## config.mk

```make
export PLATFORM = sky130hd
export DESIGN_NAME = tmds_channel_decoder
export DESIGN_NICKNAME = d
export VERILOG_FILES = /design/src/rtl/tmds_pkg.sv /design/src/rtl/tmds_word_aligner.sv /design/src/rtl/tmds_channel_decoder.sv
export SDC_FILE = /design/constraint.sdc
export NUM_CORES = 1
export LEC_CHECK = 0
export CAP_MARGIN = 0
export CORE_UTILIZATION = 60
export CTS_CLUSTER_DIAMETER = 60
export CTS_CLUSTER_SIZE = 25
export DETAILED_ROUTE_END_ITERATION = 6
export PLACE_DENSITY = 0.81
export SYNTH_ARGS = -nofsm -noshare
export SYNTH_HDL_FRONTEND = slang
export SYNTH_HIERARCHICAL = 1
export SYNTH_SLANG_ARGS = --single-unit
```

## constraint.sdc

```tcl
create_clock -name clk -period 2.26 [get_ports clk]
set_input_delay 0.452 -clock clk [delete_from_list [all_inputs] [get_ports clk]]
set_output_delay 0.452 -clock clk [all_outputs]
set_load 0.02 [all_outputs]
```

## src/rtl/tmds_pkg.sv

```systemverilog
// Shared TMDS definitions: control tokens, receive FSM states and the 10b->8b
// decode helpers. The transmit-side encoder imports the same token constants.
package tmds_pkg;

  localparam logic [9:0] TOKEN_00 = 10'h354;
  localparam logic [9:0] TOKEN_01 = 10'h0AB;
  localparam logic [9:0] TOKEN_10 = 10'h154;
  localparam logic [9:0] TOKEN_11 = 10'h2AB;

  localparam int SYM_W  = 10;
  localparam int BYTE_W = 8;
  localparam int OFS_W  = 4;
  localparam logic [OFS_W-1:0] OFS_MAX = 4'd9;

  typedef enum logic {
    SEARCH = 1'b0,
    LOCKED = 1'b1
  } state_t;

  typedef struct packed {
    logic       is_token;
    logic [1:0] pair;
  } ctrl_dec_t;

  function automatic logic [BYTE_W-1:0] tmds_decode_data(input logic [SYM_W-1:0] q);
    logic [BYTE_W-1:0] d;
    logic [BYTE_W-1:0] r;
    d    = q[9] ? ~q[7:0] : q[7:0];
    r    = '0;
    r[0] = d[0];
    for (int i = 1; i < BYTE_W; i++) begin
      r[i] = q[8] ? (d[i] ^ d[i-1]) : ~(d[i] ^ d[i-1]);
    end
    return r;
  endfunction

  function automatic ctrl_dec_t tmds_decode_ctrl(input logic [SYM_W-1:0] q);
    ctrl_dec_t r;
    r.is_token = 1'b1;
    r.pair     = 2'b00;
    case (q)
      TOKEN_00: r.pair = 2'b00;
      TOKEN_01: r.pair = 2'b01;
      TOKEN_10: r.pair = 2'b10;
      TOKEN_11: r.pair = 2'b11;
      default:  r.is_token = 1'b0;
    endcase
    return r;
  endfunction

endpackage

```

## src/rtl/tmds_word_aligner.sv

```systemverilog
// Bit-slip word aligner: keeps the previous deserializer word, selects a
// 10-bit window at the current offset and registers it as stage 1.
module tmds_word_aligner
  import tmds_pkg::*;
(
  input  logic             clk,
  input  logic             rst,
  input  logic [SYM_W-1:0] raw_in,
  input  logic [OFS_W-1:0] offset,
  output logic [SYM_W-1:0] word
);

  logic [SYM_W-1:0]   raw_prev;
  logic [2*SYM_W-1:0] window;
  logic [SYM_W-1:0]   aligned;

  assign window = {raw_in, raw_prev};

  // Explicit mux keeps out-of-range offsets from indexing past the window.
  always_comb begin
    aligned = window[9:0];
    case (offset)
      4'd0: aligned = window[9:0];
      4'd1: aligned = window[10:1];
      4'd2: aligned = window[11:2];
      4'd3: aligned = window[12:3];
      4'd4: aligned = window[13:4];
      4'd5: aligned = window[14:5];
      4'd6: aligned = window[15:6];
      4'd7: aligned = window[16:7];
      4'd8: aligned = window[17:8];
      4'd9: aligned = window[18:9];
      default: aligned = window[9:0];
    endcase
  end

  always_ff @(posedge clk or negedge rst) begin
    if (!rst) begin
      raw_prev <= '0;
      word     <= '0;
    end else begin
      raw_prev <= raw_in;
      word     <= aligned;
    end
  end

endmodule

```

## src/rtl/tmds_channel_decoder.sv

```systemverilog
// One TMDS receive channel: symbol alignment FSM, lock supervision and
// registered 10b->8b / control-token decode behind the word aligner.
//
//   state  | meaning
//   SEARCH | hunting for CTRL_RUN consecutive tokens; slips offset every DWELL cycles
//   LOCKED | alignment held; drops after LOSS_TIMEOUT cycles with no token
module tmds_channel_decoder
  import tmds_pkg::*;
#(
  parameter int CTRL_RUN     = 16,
  parameter int DWELL        = 4096,
  parameter int LOSS_TIMEOUT = 65536
) (
  input  logic              clk,
  input  logic              rst,
  input  logic [SYM_W-1:0]  raw_in,
  output logic [BYTE_W-1:0] data,
  output logic [1:0]        ctrl,
  output logic              de,
  output logic              locked,
  output logic [OFS_W-1:0]  offset
);

  localparam int RUN_W   = $clog2(CTRL_RUN) + 1;
  localparam int DWELL_W = $clog2(DWELL) + 1;
  localparam int TMO_W   = $clog2(LOSS_TIMEOUT) + 1;

  localparam logic [RUN_W-1:0]   RUN_LAST   = RUN_W'(CTRL_RUN - 1);
  localparam logic [DWELL_W-1:0] DWELL_LAST = DWELL_W'(DWELL - 1);
  localparam logic [TMO_W-1:0]   TMO_LAST   = TMO_W'(LOSS_TIMEOUT - 1);

  state_t             state, state_next;
  logic [RUN_W-1:0]   run_cnt, run_next;
  logic [DWELL_W-1:0] dwell_cnt, dwell_next;
  logic [TMO_W-1:0]   tmo_cnt, tmo_next;
  logic [OFS_W-1:0]   offset_next;

  logic [SYM_W-1:0]   word;
  ctrl_dec_t          cdec;
  logic [BYTE_W-1:0]  ddec;

  logic [BYTE_W-1:0]  data_next;
  logic [1:0]         ctrl_next;
  logic               de_next;

  tmds_word_aligner u_aligner (
    .clk    (clk),
    .rst    (rst),
    .raw_in (raw_in),
    .offset (offset),
    .word   (word)
  );

  assign cdec = tmds_decode_ctrl(word);
  assign ddec = tmds_decode_data(word);

  always_ff @(posedge clk or negedge rst) begin
    if (!rst) begin
      state     <= SEARCH;
      run_cnt   <= '0;
      dwell_cnt <= '0;
      tmo_cnt   <= '0;
      offset    <= '0;
    end else begin
      state     <= state_next;
      run_cnt   <= run_next;
      dwell_cnt <= dwell_next;
      tmo_cnt   <= tmo_next;
      offset    <= offset_next;
    end
  end

  always_comb begin
    state_next  = state;
    run_next    = run_cnt;
    dwell_next  = dwell_cnt;
    tmo_next    = tmo_cnt;
    offset_next = offset;
    case (state)
      SEARCH: begin
        // Lock takes priority over a slip landing on the same cycle.
        if (cdec.is_token && (run_cnt == RUN_LAST)) begin
          state_next = LOCKED;
          run_next   = '0;
          dwell_next = '0;
          tmo_next   = '0;
        end else if (dwell_cnt == DWELL_LAST) begin
          offset_next = (offset == OFS_MAX) ? '0 : offset + 4'd1;
          run_next    = '0;
          dwell_next  = '0;
        end else begin
          run_next   = cdec.is_token ? run_cnt + 1'b1 : '0;
          dwell_next = dwell_cnt + 1'b1;
        end
      end
      LOCKED: begin
        if (cdec.is_token) begin
          tmo_next = '0;
        end else if (tmo_cnt == TMO_LAST) begin
          state_next = SEARCH;
          tmo_next   = '0;
          run_next   = '0;
          dwell_next = '0;
        end else begin
          tmo_next = tmo_cnt + 1'b1;
        end
      end
      default: state_next = SEARCH;
    endcase
  end

  // Gating on the next state lets de drop on the same edge that locked falls.
  always_comb begin
    data_next = '0;
    de_next   = 1'b0;
    ctrl_next = cdec.is_token ? cdec.pair : ctrl;
    if ((state_next == LOCKED) && !cdec.is_token) begin
      data_next = ddec;
      de_next   = 1'b1;
    end
  end

  always_ff @(posedge clk or negedge rst) begin
    if (!rst) begin
      data <= '0;
      ctrl <= '0;
      de   <= 1'b0;
    end else begin
      data <= data_next;
      ctrl <= ctrl_next;
      de   <= de_next;
    end
  end

  assign locked = (state == LOCKED);

endmodule

```

==> summary.txt <==
Logic synthesis
  – Cell taking the most area after synthesis: dfrtp_1
  – Post-synth top area share: 40.28%
  – Yosys warning count: 6
  – Main combinational cell family by area after synthesis: compound AO/OA/AOI/OAI gates
  – Top_reg_cell synth: dfrtp_1
  – Mean Syn Cell Area: 9.056 um^2
  – Mux share of post-synthesis cell area: 2.809%
  – Synth Area in Adders: 3.404%
  – Seq/Total Area, Yosys: 40.28%
  – Post-synthesis cell type count: 68
  – Post-synthesis cell area: 4410 um^2
  – Fraction of registers with async set/reset: 100.0%
  – Post-synth EDFFs: 0
  – Post-Synthesis Cells: 487
  – FF+latch count, synth: 71
  – Largest cells by area after synthesis: dfrtp_1 (40%), a21oi_1 (4.9%), o21ai_0 (4.5%), nand2_1 (3.7%), ha_1 (3.4%)
  – Simple-gate share of the synthesized area: 20.34%
  – Synthesized Nets: 511
  – Synth Area in Compound Gates: 22.13%
  – Synth Area in XOR/XNOR: 4.170%

Setup path
  – Crit path DAT: 2.39 ns
  – Startpoint class of the critical path: flip-flop
  – Register-to-register setup slack: 0.11 ns
  – Slowest-stage cell, CP: o31a_4
  – Worst endpoint required time: 2.49 ns
  – CP max stage delay: 0.40 ns
  – RR Endpoint: dwell_cnt[3]
  – Crit Path Category: flip-flop to flip-flop
  – Max FO, Critical Path: 14
  – Worst r2r src: u_aligner/word[4]
  – Crit. End Element: flip-flop
  – Worst R2R Path Depth: 7
  – Critical Path, Cell by Cell: inv_1 > ha_1 > and3b_1 > and3_1 > buf_4 > o31a_4 > a211o_2

CTS
  – CTS H-tree lvls: 3
  – Reg clk slew, reported paths: 0.08 ns
  – Root buf cell: clkbuf_8
  – CTS tree: built
  – # hold bufs at CTS: 0
  – CTS buffer count: 9
  – CTS Buffer Depth: 2
  – Sink Count: 71
  – Clk_lat worst skew: 0.35 ns

Layout
  – Final core occ: 72.99%
  – Nets@finish: 548
  – Area growth, synth to finish: 14.92%
  – Antenna fix cells: 0
  – Layout cells sized above 1: 12.67%
  – Final Cell Area: 5069 um^2

Floorplanning
  – Die ar.: 7697 um^2
  – Chip Height: 87.74 um
  – Rows: 30
  – Die width: 87.74 um
  – Core Box Area: 6944 um^2
  – Starting Density: 63.51%
  – Num ports: 28

Min path
  – Hold Crit Class: primary input to asynchronous set/reset pin

Global routing
  – GRT overflow: 0
  – Largest net degree at the start of global routing: 47
  – Gr usage total: 29.95%
  – Initial antenna violation count: 0
  – First-pass GRT wire length: 17.79 mm
  – Vias in the first global route: 3632

Outcome
  – Status: finished clean

STA
  – Fin. Hold Viols: 0
  – Crit share post-route: 95.32%
  – Setup Viol. Count Final: 0
  – Final worst slack: 0.1058 ns
  – Minimum clock period: 2.154 ns
  – Pins Over Slew Limit: 0
  – Max Freq: 0.4642 GHz
  – Worst Max-Slew Pin Slew: 0.4889 ns
  – Normalized max-slew margin: 67.40%
  – Worst Hold Margin: 0.09373 ns
  – RSZ-0062 raised after global routing: no
  – Clock Skews: 0.01466 ns

Route
  – Wire per inst: 17.14 um
  – Post-route ant nets: 0
  – Vias per cell: 6.259
  – DR iter-0 viols: 293
  – First-pass iteration count of the detailed router: 7
  – Via count: 3912
  – DRC: 0
  – Final wirelength: 10.71 mm

Place
  – Routability cong.: 0.9754
  – Post-place setup slack: -0.008209 ns
  – DP Area: 4826 um^2
  – Detail Placement HPWL: 7.503 mm
  – Port bufs: 27

Power and ir drop
  – P_leak: 0.002182 uW
  – Worst vdd ir: 0.2845 mV
  – PD cells: 513.4 nW/um^2
  – Overall power: 2602 uW

Run
  – MaxCap Viol Count: 0
-- timing repair --
action,CTS,global route
buffers inserted,0,1
endpoints found under the setup margin,3,11
resized for setup,1,3
pin swaps,0,2
-- cells by family (layout without fill, tap and decap cells) --
group / Yosys count / in the layout
adder cells (fa/ha/maj): 12 / 12
multiplexers: 11 / 11
AND/OR/NAND/NOR: 169 / 169
flip-flops: 71 / 71
XOR/XNOR: 21 / 21
buffers and inverters: 54 / 96
AO/OA/AOI/OAI: 149 / 149
-- where the power goes --
group	internal, uW	switching (uW)	total, uW
clock	623	500	1120
sequential	1290	30.3	1320
combinational	72.7	84.1	157
-- cells in the mapped netlist, types with 5 or more instances --
cell and number:
or3_1 8, nor3_1 7, a31oi_1 10, and3_1 8, a21oi_1 43, buf_2 12
inv_1 22, nand4_1 11, a22o_1 8, ha_1 12, nand2b_1 7, o21ai_0 40
mux2i_1 5, nand3_1 17, a21o_1 6, nor2_1 31, buf_4 9, buf_6 6
xor2_1 8, dfrtp_1 71, nand2_1 44, nor2b_1 9, xnor2_1 13
-- metal layers --
metal,vias up,share of wire (%),track usage (%)
met2,150,49,47.08
met1,1902,44,41.94
met4,0,1.5,9.836
met3,17,6.1,5.467
li1,1843,-,-
met5,-,0,0
-- flip-flops by register name, summed over array words and instances (netlist names) --
signal,flops
tmo_cnt,17
dwell_cnt,13
u_aligner/raw_prev,10
u_aligner/word,10
data,8
run_cnt,5
offset,4
ctrl,2
de,1
locked,1
-- stage by stage --
step / cells / TNS, ns
2_1_floorplan: 487 / 0
3_3_place_gp: 608 / 0
3_5_place_dp: 608 / -0.008209
4_1_cts: 624 / 0
5_1_grt: 625 / 0
6_report: 625 / 0
-- layout by cell type, fill, tap and decap left out, drive strengths merged, types with 9 or more instances in the layout --
cell	instances
nand3	17
clkbuf	9
inv	23
a21oi	43
ha	12
clkdlybuf4s50	26
dfrtp	71
nor2	32
buf	32
xnor2	13
o21ai	42
nand2	44
nor2b	11
a31oi	10
nand4	11
-- worst max-delay path, delay by kind of cell (launching register included) --
kind | cells | cell delay, ns
adders and majority gates | 1 | 0.18
and+or+nand+nor | 2 | 0.47
AOI/OAI and AO/OA | 2 | 0.74
DFF | 1 | 0.39
buffers and inverters | 2 | 0.26
-- area by class of cell --
class / instances / area (um^2)
multi-input cells: 362 / 2346
fillers: 511 / 1876
flip-flops and latches: 71 / 1778
repair buffers: 58 / 523.0
clock buffers: 9 / 123.9
well taps: 96 / 120.1
clock inverters: 7 / 95.09
inverters: 22 / 82.58
-- worst max path at each step --
stage | depth (start not counted) | from | endpoint | slack [ns]
finish | 7 | u_aligner/word[4] | dwell_cnt[3] | 0.11
global route | 1 | offset[2] | offset[2] | 0.02
CTS | 1 | offset[1] | offset[1] | 0.004
detailed placement | 7 | run_cnt[0] | dwell_cnt[10] | -0.008
global placement | 7 | run_cnt[0] | dwell_cnt[10] | 0.10
floorplan | 8 | run_cnt[0] | offset[1] | 0.17
Power figures use the tool's default switching activity.
